[config.mk]
export PLATFORM = sky130hd
export DESIGN_NAME = serial_subtractor
export DESIGN_NICKNAME = d
export VERILOG_FILES = /design/src/rtl/serial_subtractor.sv
export SDC_FILE = /design/constraint.sdc
export NUM_CORES = 1
export LEC_CHECK = 0
export CAP_MARGIN = 20
export CORE_UTILIZATION = 46
export DETAILED_ROUTE_END_ITERATION = 8
export MAX_ROUTING_LAYER = met4
export PLACE_DENSITY = 0.73
export SYNTH_ARGS = -nofsm -noshare
export SYNTH_HDL_FRONTEND = slang
export SYNTH_SLANG_ARGS = --single-unit
export TNS_END_PERCENT = 10
[constraint.sdc]
create_clock -name clk -period 1.5 [get_ports clk]
set_input_delay 0.3 -clock clk [delete_from_list [all_inputs] [get_ports clk]]
set_output_delay 0.3 -clock clk [all_outputs]
set_load 0.02 [all_outputs]
[src/rtl/serial_subtractor.sv]
// -----------------------------------------------------------------------------
// serial_subtractor
//
// Bit-serial subtractor that computes diff = a - b - borrow_in over WIDTH
// clocks, least significant bit first. It uses one full-subtractor cell and a
// registered borrow. The result can optionally saturate to zero on underflow.
// A start/busy/done handshake sequences each operation. The block targets
// control-path datapaths where area matters more than latency.
//
// Timing: start is accepted at edge k. The edges k+1 .. k+WIDTH each process
// one bit. done is high during the cycle that follows edge k+WIDTH. One
// operation completes every WIDTH+2 cycles.
//
// Parameters
//   WIDTH       operand/result width in bits, 1..64
//
// Ports
//   clk         rising-edge clock
//   rst         synchronous, active-high reset
//   start       operation request, sampled only while idle
//   a, b        minuend and subtrahend, captured when start is accepted
//   borrow_in   initial borrow, captured when start is accepted
//   sat_en      saturate-to-zero on underflow, captured when start is accepted
//   busy        high from the cycle after acceptance until done drops
//   done        one-cycle pulse; diff/borrow_out/zero are valid from here on
//   diff        registered result (after saturation)
//   borrow_out  final borrow, 1 = underflow
//   zero        high when the delivered diff is 0
// -----------------------------------------------------------------------------
module serial_subtractor #(
  parameter int WIDTH = 8
) (
  input  logic             clk,
  input  logic             rst,
  input  logic             start,
  input  logic [WIDTH-1:0] a,
  input  logic [WIDTH-1:0] b,
  input  logic             borrow_in,
  input  logic             sat_en,
  output logic             busy,
  output logic             done,
  output logic [WIDTH-1:0] diff,
  output logic             borrow_out,
  output logic             zero
);

  // A 1-bit instance still needs a 1-bit counter, because $clog2(1) is 0.
  localparam int                CNT_W    = (WIDTH > 1) ? $clog2(WIDTH) : 1;
  localparam logic [CNT_W-1:0]  LAST_BIT = CNT_W'(WIDTH - 1);

  typedef enum logic [1:0] {
    S_IDLE = 2'd0,
    S_RUN  = 2'd1,
    S_DONE = 2'd2
  } state_t;

  state_t           r_state;
  state_t           w_state_next;

  // Operand shift registers: bit 0 always holds the bit being processed.
  logic [WIDTH-1:0] r_a;
  logic [WIDTH-1:0] r_b;
  // Partial result. Each new bit enters at the MSB end, so after WIDTH
  // shifts the LSB-first stream sits in natural bit order.
  logic [WIDTH-1:0] r_res;
  logic [CNT_W-1:0] r_cnt;
  logic             r_br;
  logic             r_sat;

  // Delivered result. It is updated only on the final RUN edge.
  logic [WIDTH-1:0] r_diff;
  logic             r_borrow_out;
  logic             r_zero;

  logic             w_a_bit;
  logic             w_b_bit;
  logic             w_d_bit;
  logic             w_br_next;
  logic             w_last;
  logic [WIDTH-1:0] w_res_next;
  logic [WIDTH-1:0] w_result;

  // ---------------------------------------------------------------------------
  // Full-subtractor cell
  // ---------------------------------------------------------------------------
  assign w_a_bit   = r_a[0];
  assign w_b_bit   = r_b[0];
  assign w_d_bit   = w_a_bit ^ w_b_bit ^ r_br;
  assign w_br_next = (~w_a_bit & w_b_bit) | (~(w_a_bit ^ w_b_bit) & r_br);
  assign w_last    = (r_cnt == LAST_BIT);

  // The shift-in is written as a shift plus an MSB overwrite. This form
  // covers WIDTH = 1 without a zero-width slice.
  always_comb begin
    // NOTE: default-assign every always_comb output on entry so that no path
    // leaves it unassigned; an unassigned path infers a latch.
    w_res_next            = r_res >> 1;
    w_res_next[WIDTH-1]   = w_d_bit;
  end

  // Saturation uses the borrow leaving the final bit. That borrow is the
  // underflow flag of the whole operation.
  assign w_result = (r_sat && w_br_next) ? '0 : w_res_next;

  // ---------------------------------------------------------------------------
  // FSM: state register
  // ---------------------------------------------------------------------------
  always_ff @(posedge clk) begin
    // NOTE: sequential blocks use non-blocking assignments only. Every
    // register then samples pre-edge values, whatever the statement order.
    if (rst) begin
      r_state <= S_IDLE;
    end else begin
      r_state <= w_state_next;
    end
  end

  // ---------------------------------------------------------------------------
  // FSM: next-state logic
  // ---------------------------------------------------------------------------
  always_comb begin
    w_state_next = r_state;
    unique case (r_state)
      S_IDLE:  if (start)  w_state_next = S_RUN;
      S_RUN:   if (w_last) w_state_next = S_DONE;
      S_DONE:              w_state_next = S_IDLE;
      default:             w_state_next = S_IDLE;
    endcase
  end

  // ---------------------------------------------------------------------------
  // FSM: outputs
  // ---------------------------------------------------------------------------
  always_comb begin
    busy = 1'b0;
    done = 1'b0;
    unique case (r_state)
      S_IDLE:  ;
      S_RUN:   busy = 1'b1;
      S_DONE: begin
        busy = 1'b1;
        done = 1'b1;
      end
      default: ;
    endcase
  end

  // ---------------------------------------------------------------------------
  // Datapath
  // ---------------------------------------------------------------------------
  always_ff @(posedge clk) begin
    if (rst) begin
      // NOTE: every datapath register is cleared, not only the control
      // state. The result registers are visible at the ports, and a clean
      // reset keeps the abort behaviour deterministic.
      r_a          <= '0;
      r_b          <= '0;
      r_res        <= '0;
      r_cnt        <= '0;
      r_br         <= 1'b0;
      r_sat        <= 1'b0;
      r_diff       <= '0;
      r_borrow_out <= 1'b0;
      r_zero       <= 1'b0;
    end else begin
      unique case (r_state)
        S_IDLE: begin
          if (start) begin
            r_a   <= a;
            r_b   <= b;
            r_br  <= borrow_in;
            r_sat <= sat_en;
            r_cnt <= '0;
            r_res <= '0;
          end
        end
        S_RUN: begin
          r_a   <= r_a >> 1;
          r_b   <= r_b >> 1;
          r_br  <= w_br_next;
          r_res <= w_res_next;
          r_cnt <= r_cnt + CNT_W'(1);
          if (w_last) begin
            r_diff       <= w_result;
            r_borrow_out <= w_br_next;
            r_zero       <= (w_result == '0);
          end
        end
        S_DONE:  ;
        default: ;
      endcase
    end
  end

  assign diff       = r_diff;
  assign borrow_out = r_borrow_out;
  assign zero       = r_zero;

endmodule

# [After elaboration in Yosys (flattened, before gate mapping)]
# Index checks and enable logic that the tools add are counted.
[word_totals] reg_bits=41 input_bits=21 output_inout_bits=12
[classes] add_sub_neg=1 eq_ne=5 muxes=16 bitwise=7 n_reduce_logical=9
[op_table] op="8-bit case mux with 2 select lines" n=3
[op_table] op="8-bit 2-to-1 mux" n=4
[op_table] op="8-bit logical NOT" n=1
[op_table] op="2-bit AND reduction" n=4
[op_table] op="3-bit case mux with 2 select lines" n=1
[op_table] op="2-bit 2-to-1 mux" n=2
[op_table] op="2-bit != test, second input constant" n=2
[op_table] op="2-bit case mux with 2 select lines" n=1
[op_table] op="3-bit by 1-bit adder with 3-bit output, second input constant" n=1
[op_table] op="3-bit equality test, second input constant" n=1
[op_table] op="1-bit 2-to-1 mux" n=3
[op_table] op="3-bit 2-to-1 mux" n=1
[op_table] op="1-bit bitwise AND" n=2
[op_table] op="2-bit by 1-bit equality test with 1-bit output, second input constant" n=1
[op_table] op="2-bit equality test, second input constant" n=1
[op_table] op="2-bit logical NOT" n=1
[op_table] op="1-bit NOT" n=2
[op_table] op="1-bit case mux with 2 select lines" n=1
[op_table] op="2-bit nonzero test" n=1
[op_table] op="2-bit OR reduction" n=1
[op_table] op="1-bit XOR" n=2
[op_table] op="1-bit logical AND" n=1
[op_table] op="1-bit OR" n=1

# [Depth between registers and ports, before layout]
[depth] depth_word=7 depth_mapped=7

# [Worst setup path before layout]
# OpenSTA, ideal clock, no wires.
[synth_timing] kind="reg-to-reg" startpoint="register r_state[0]" endpoint="register r_a[6]" setup_time_ns=0.142 t_arrival_ns=1.315 required_ns=1.358 path_slack_ns=0.044 stages_incl_launch_ff=8 n_path_buf=2 period_less_slack_ns=1.456 path_cell_list="dfxtp_1 -> inv_1 -> ha_1 -> buf_6 -> mux2_4 -> buf_6 -> nor2_1 -> a211oi_2"
[synth_between] elab_chain_cells=3 word_cells_on_any_way=6 classes_between="eq/ne (2); mux (1); reduce/logical (3)"
[synth_rtl] element="from (decl)" line_no="57" rtl="state_t r_state;"
[synth_rtl] element="from (signal assigned)" line_no="114" rtl="r_state <= w_state_next;"
[synth_rtl] element="2-bit by 1-bit equality test with 1-bit output / 2-bit logical NOT (equally long branches)" line_no="166" rtl="unique case (r_state)"
[synth_rtl] element="2-bit nonzero test (no line) / 2-bit != test (equally long branches)"
[synth_rtl] element="2-bit AND reduction (no line)"
[synth_rtl] element="to (signal assigned)" line_no="178" rtl="r_a <= r_a >> 1;"
[synth_rtl] element="to (decl)" line_no="61" rtl="logic [WIDTH-1:0] r_a;"
# Parallel ways exist; a longest one is shown, timed or not.
# A chain may end at the register's enable or synchronous reset.

# [Worst setup path in the final report]
[layout_timing] startpoint="register r_br" endpoint="register r_zero, in the netlist zero"
[layout_between] elab_chain_cells=5 word_cells_on_any_way=6 classes_between="mux (1); bitwise (3); reduce/logical (2)"
[layout_rtl] element="from (decl)" line_no="67" rtl="logic r_br;"
[layout_rtl] element="from (signal assigned)" line_no="171" rtl="r_br <= borrow_in;"
[layout_rtl] element="from (signal assigned)" line_no="180" rtl="r_br <= w_br_next;"
[layout_rtl] element="1-bit bitwise AND" line_no="89" rtl="assign w_br_next = (~w_a_bit & w_b_bit) | (~(w_a_bit ^ w_b_bit) & r_br);"
[layout_rtl] element="1-bit OR" line_no="89"
[layout_rtl] element="1-bit logical AND" line_no="103" rtl="assign w_result = (r_sat && w_br_next) ? '0 : w_res_next;"
[layout_rtl] element="8-bit 2-to-1 mux (*)" line_no="103"
[layout_rtl] element="8-bit logical NOT (*)" line_no="186" rtl="r_zero <= (w_result == '0);"
[layout_rtl] element="to (signal assigned)" line_no="186"
[layout_rtl] element="to (decl)" line_no="73" rtl="logic r_zero;"
# Mark *: on every way between the ends. The rest lies on a longest branch, timed or not.

==> results.md <==
* # setup viols final at 0
* Hold_sp: diff[2]
* Period minus WS final at ~1500 ps
* Routability cong. at 0.720
* WP buf/inv at 1
* Least-Margin Pin Slew at 255 ps
* Vias per std cell at between 5 and 6
* Critical Path AT at roughly 1700 ps
* Detailed placement HPWL at between 2000 and 2500 µm
* Worst r2r path cells at 5
* Synth area leader: dfxtp_1
* Netlist cell types at 29
* Commonest cells in the synthesized netlist: dfxtp_1, nor2_1, mux2i_1
* Synth top area share at a little over two fifths
* Outcome: complete, no violations
* CTS tree: yes
* CP Cell Sequence: inv_2 > fa_1 > nor4_1 > nand2_1 > a311oi_1
* Flops & latches, synth at 40
* Crit path max fanout at 2
* Clock Tree Buf Depth at 2
* Power Dens Cells at 1010 nW/µm²
* Core Rows at 22
* DP Cell Count at about 270
* Fill count at about 320
* Final-report hold violation count at 0
* Most numerous cell in the Yosys netlist: dfxtp_1
* Reg2reg start: r_br
* Layout cells sized above 1 at 23.8%
* Core region area at ~3700 µm²
* Grt ovf at 0
* Number of synthesized flops with an enable pin at 0
* Period utilization at 97.8%
* Die area at approximately 4200 µm²
* Synth Warn # at 0
* Router iterations before antenna repair at 4
* 1st-iter DRT viols at 81
* Crit Path Category: reg -> reg
* Clk_lat worst skew at 290 ps
* Routed len/inst at 13.6 µm
* N_diodes at 0
* First-pass GRT wire length at 6550 µm
* Worst setup EP type: flop
* Port Buffer Count at 32
* Worst r2r dst: zero
* Clock-pin slew on the worst setup and hold paths at roughly 80 ps
* Stages on worst setup path at 5
* Antenna violations before repair at 0
* Die width at approximately 65 µm
* Post-route ant nets at 0
* Clk sinks at 40
* I/O Pins at 33
* Post-Route Setup TNS at 0 ps
* DRC viols at 0
* CP max stage cell: fa_1
* Ys async rst share at 0%
* Leakage power at 0.934 nW
* Drt total wl at 3750 µm
* Die Height at 65.0 µm
* Pins Over Slew Limit at 0
* RSZ-0062 raised after global routing: yes
* Final std cells w/o fill at 275
* Synthesized area per cell at 9.87 µm²
* Hold Path Class: reg -> reg
* Critical Path Max Stage Delay at around 470 ps
* Crit path max-delay family: adder cells
* Number of global-route vias before repair at about 1500
* Largest net degree at the start of global routing at slightly above 40
* Slew HR at 82.8%
* Gr usage total at between 20% and 30%
* Clock Skew at ~8.1 ps
* Syn Nets at about 210
* Sequential cell area fraction in the yosys report at a little over two fifths
* Initial core utilization at approximately half
* Min-Delay Endpoint: diff[2]
* Synth-to-Final Area Change at 29.1%
* Cell count after synthesis at about 190
* Clk root buf: clkbuf_8
* Largest cells by area after synthesis: dfxtp_1, a211oi_2, mux2i_1
* Number of max-cap violations at 0
* Synth Flop Type: dfxtp_1
* VDD IR max at just over 0.6 mV
* CTS Hold Bufs at 0
* CP required at 1700 ps
* Post-Syn Area at ~1800 µm²
* CTS Buf Count at 5
* Hold Path Stages at 2
* R2r setup slk at 30 ps
* Via count at 1487
* Nets at around 250
* Startpoint Class: flop
* H-tree depth at 2
* Max Fclk at just under 700 MHz
==> timing repair <==
item                                    4_1_cts  5_1_grt
pin swaps                                     0        3
gates cloned                                  1        0
buffers inserted                              0        0
gates resized for setup                      24        9
endpoints found under the setup margin       29       39
==> layer usage <==
metal	vias up	wire [µm]	track usage, %
met5	-	0	-
met4	0	84	6.94
met3	9	167	5.11
met2	37	1760	35.2
met1	703	1740	24.0
li1	738	-	-
==> kinds of logic after synthesis <==
group | share of synthesized area, %
DFF | 43.9
AOI/OAI and AO/OA | 20.0
buffers and inverters | 7.40
and+or+nand+nor | 14.6
adders and majority gates | 4.52
muxes | 9.60
==> worst max-delay path by stage <==
| stage | endpoint | slack, ps | startpoint |
|---|---|---|---|
| 2_1_floorplan | r_a[6] | 40 | r_state[0] |
| 3_3_place_gp | r_b[0] | -90 | start |
| 3_5_place_dp | r_br | -170 | start |
| 4_1_cts | zero | 8 | r_b[0] |
| 5_1_grt | zero | -60 | r_br |
| 6_report | zero | 30 | r_br |
==> report_power, final <==
group	total [W]	internal (W)	switching (W)
combinational	0.000501	0.000253	0.000249
sequential	0.00116	0.00112	0.0000357
clock	0.000729	0.000367	0.000362
total	0.00239	0.00174	0.000646
==> through the flow <==
step	hold WS (ps)	area, µm²	utilization, %	total power (W)	setup WS (ps)
floorplan	437	1830	-	0.00152	43.5
global placement	442	2230	59.5	0.00163	-87.6
detailed placement	444	2230	59.5	0.00165	-172
CTS	452	2320	62.1	0.00240	7.72
global route	478	2360	63.0	0.00252	-56.4
finish	453	2360	63.0	0.00239	32.6
==> flip-flops by register name, indices dropped and copies added, names as in the netlist <==
| name | cells |
|---|---|
| r_a | 8 |
| r_state | 2 |
| r_res | 7 |
| borrow_out | 1 |
| zero | 1 |
| diff | 8 |
| r_cnt | 3 |
| r_br | 1 |
| r_sat | 1 |
| r_b | 8 |
==> cells in the final DEF (no fill, tap or decap), types with 3 or more instances in the layout <==
master | netlist | final
nor2_1 | 28 | 28
dlygate4sd2_1 | 0 | 10
mux2i_1 | 16 | 16
clkdlybuf4s50_1 | 0 | 20
a211oi_2 | 15 | 15
nand3_1 | 9 | 9
buf_4 | 1 | 14
dfxtp_1 | 40 | 37
clkbuf_8 | 0 | 6
a21oi_1 | 12 | 12
dfxtp_2 | 0 | 3
inv_1 | 6 | 5
a32oi_1 | 9 | 9
nand2_1 | 13 | 12
==> layout make-up <==
type | count | area, µm² | area share (%)
repair buffers | 48 | 438 | 18.6
well taps | 48 | 60.1 | 2.55
multi-input cells | 125 | 940 | 39.9
clock buffers | 6 | 82.6 | 3.50
flip-flops and latches | 40 | 805 | 34.1
inverters | 6 | 22.5 | 0.955
clock inverters | 2 | 10.0 | 0.425
==> worst register-to-register path: cells and delay by family, from the launching register on <==
family / cells / cell delay (ps)
adders and majority gates: 1 / 470
and+or+nand+nor: 2 / 320
DFF: 1 / 340
buffers and inverters: 1 / 40
AOI/OAI and AO/OA: 1 / 210
Power figures use the tool's default switching activity.
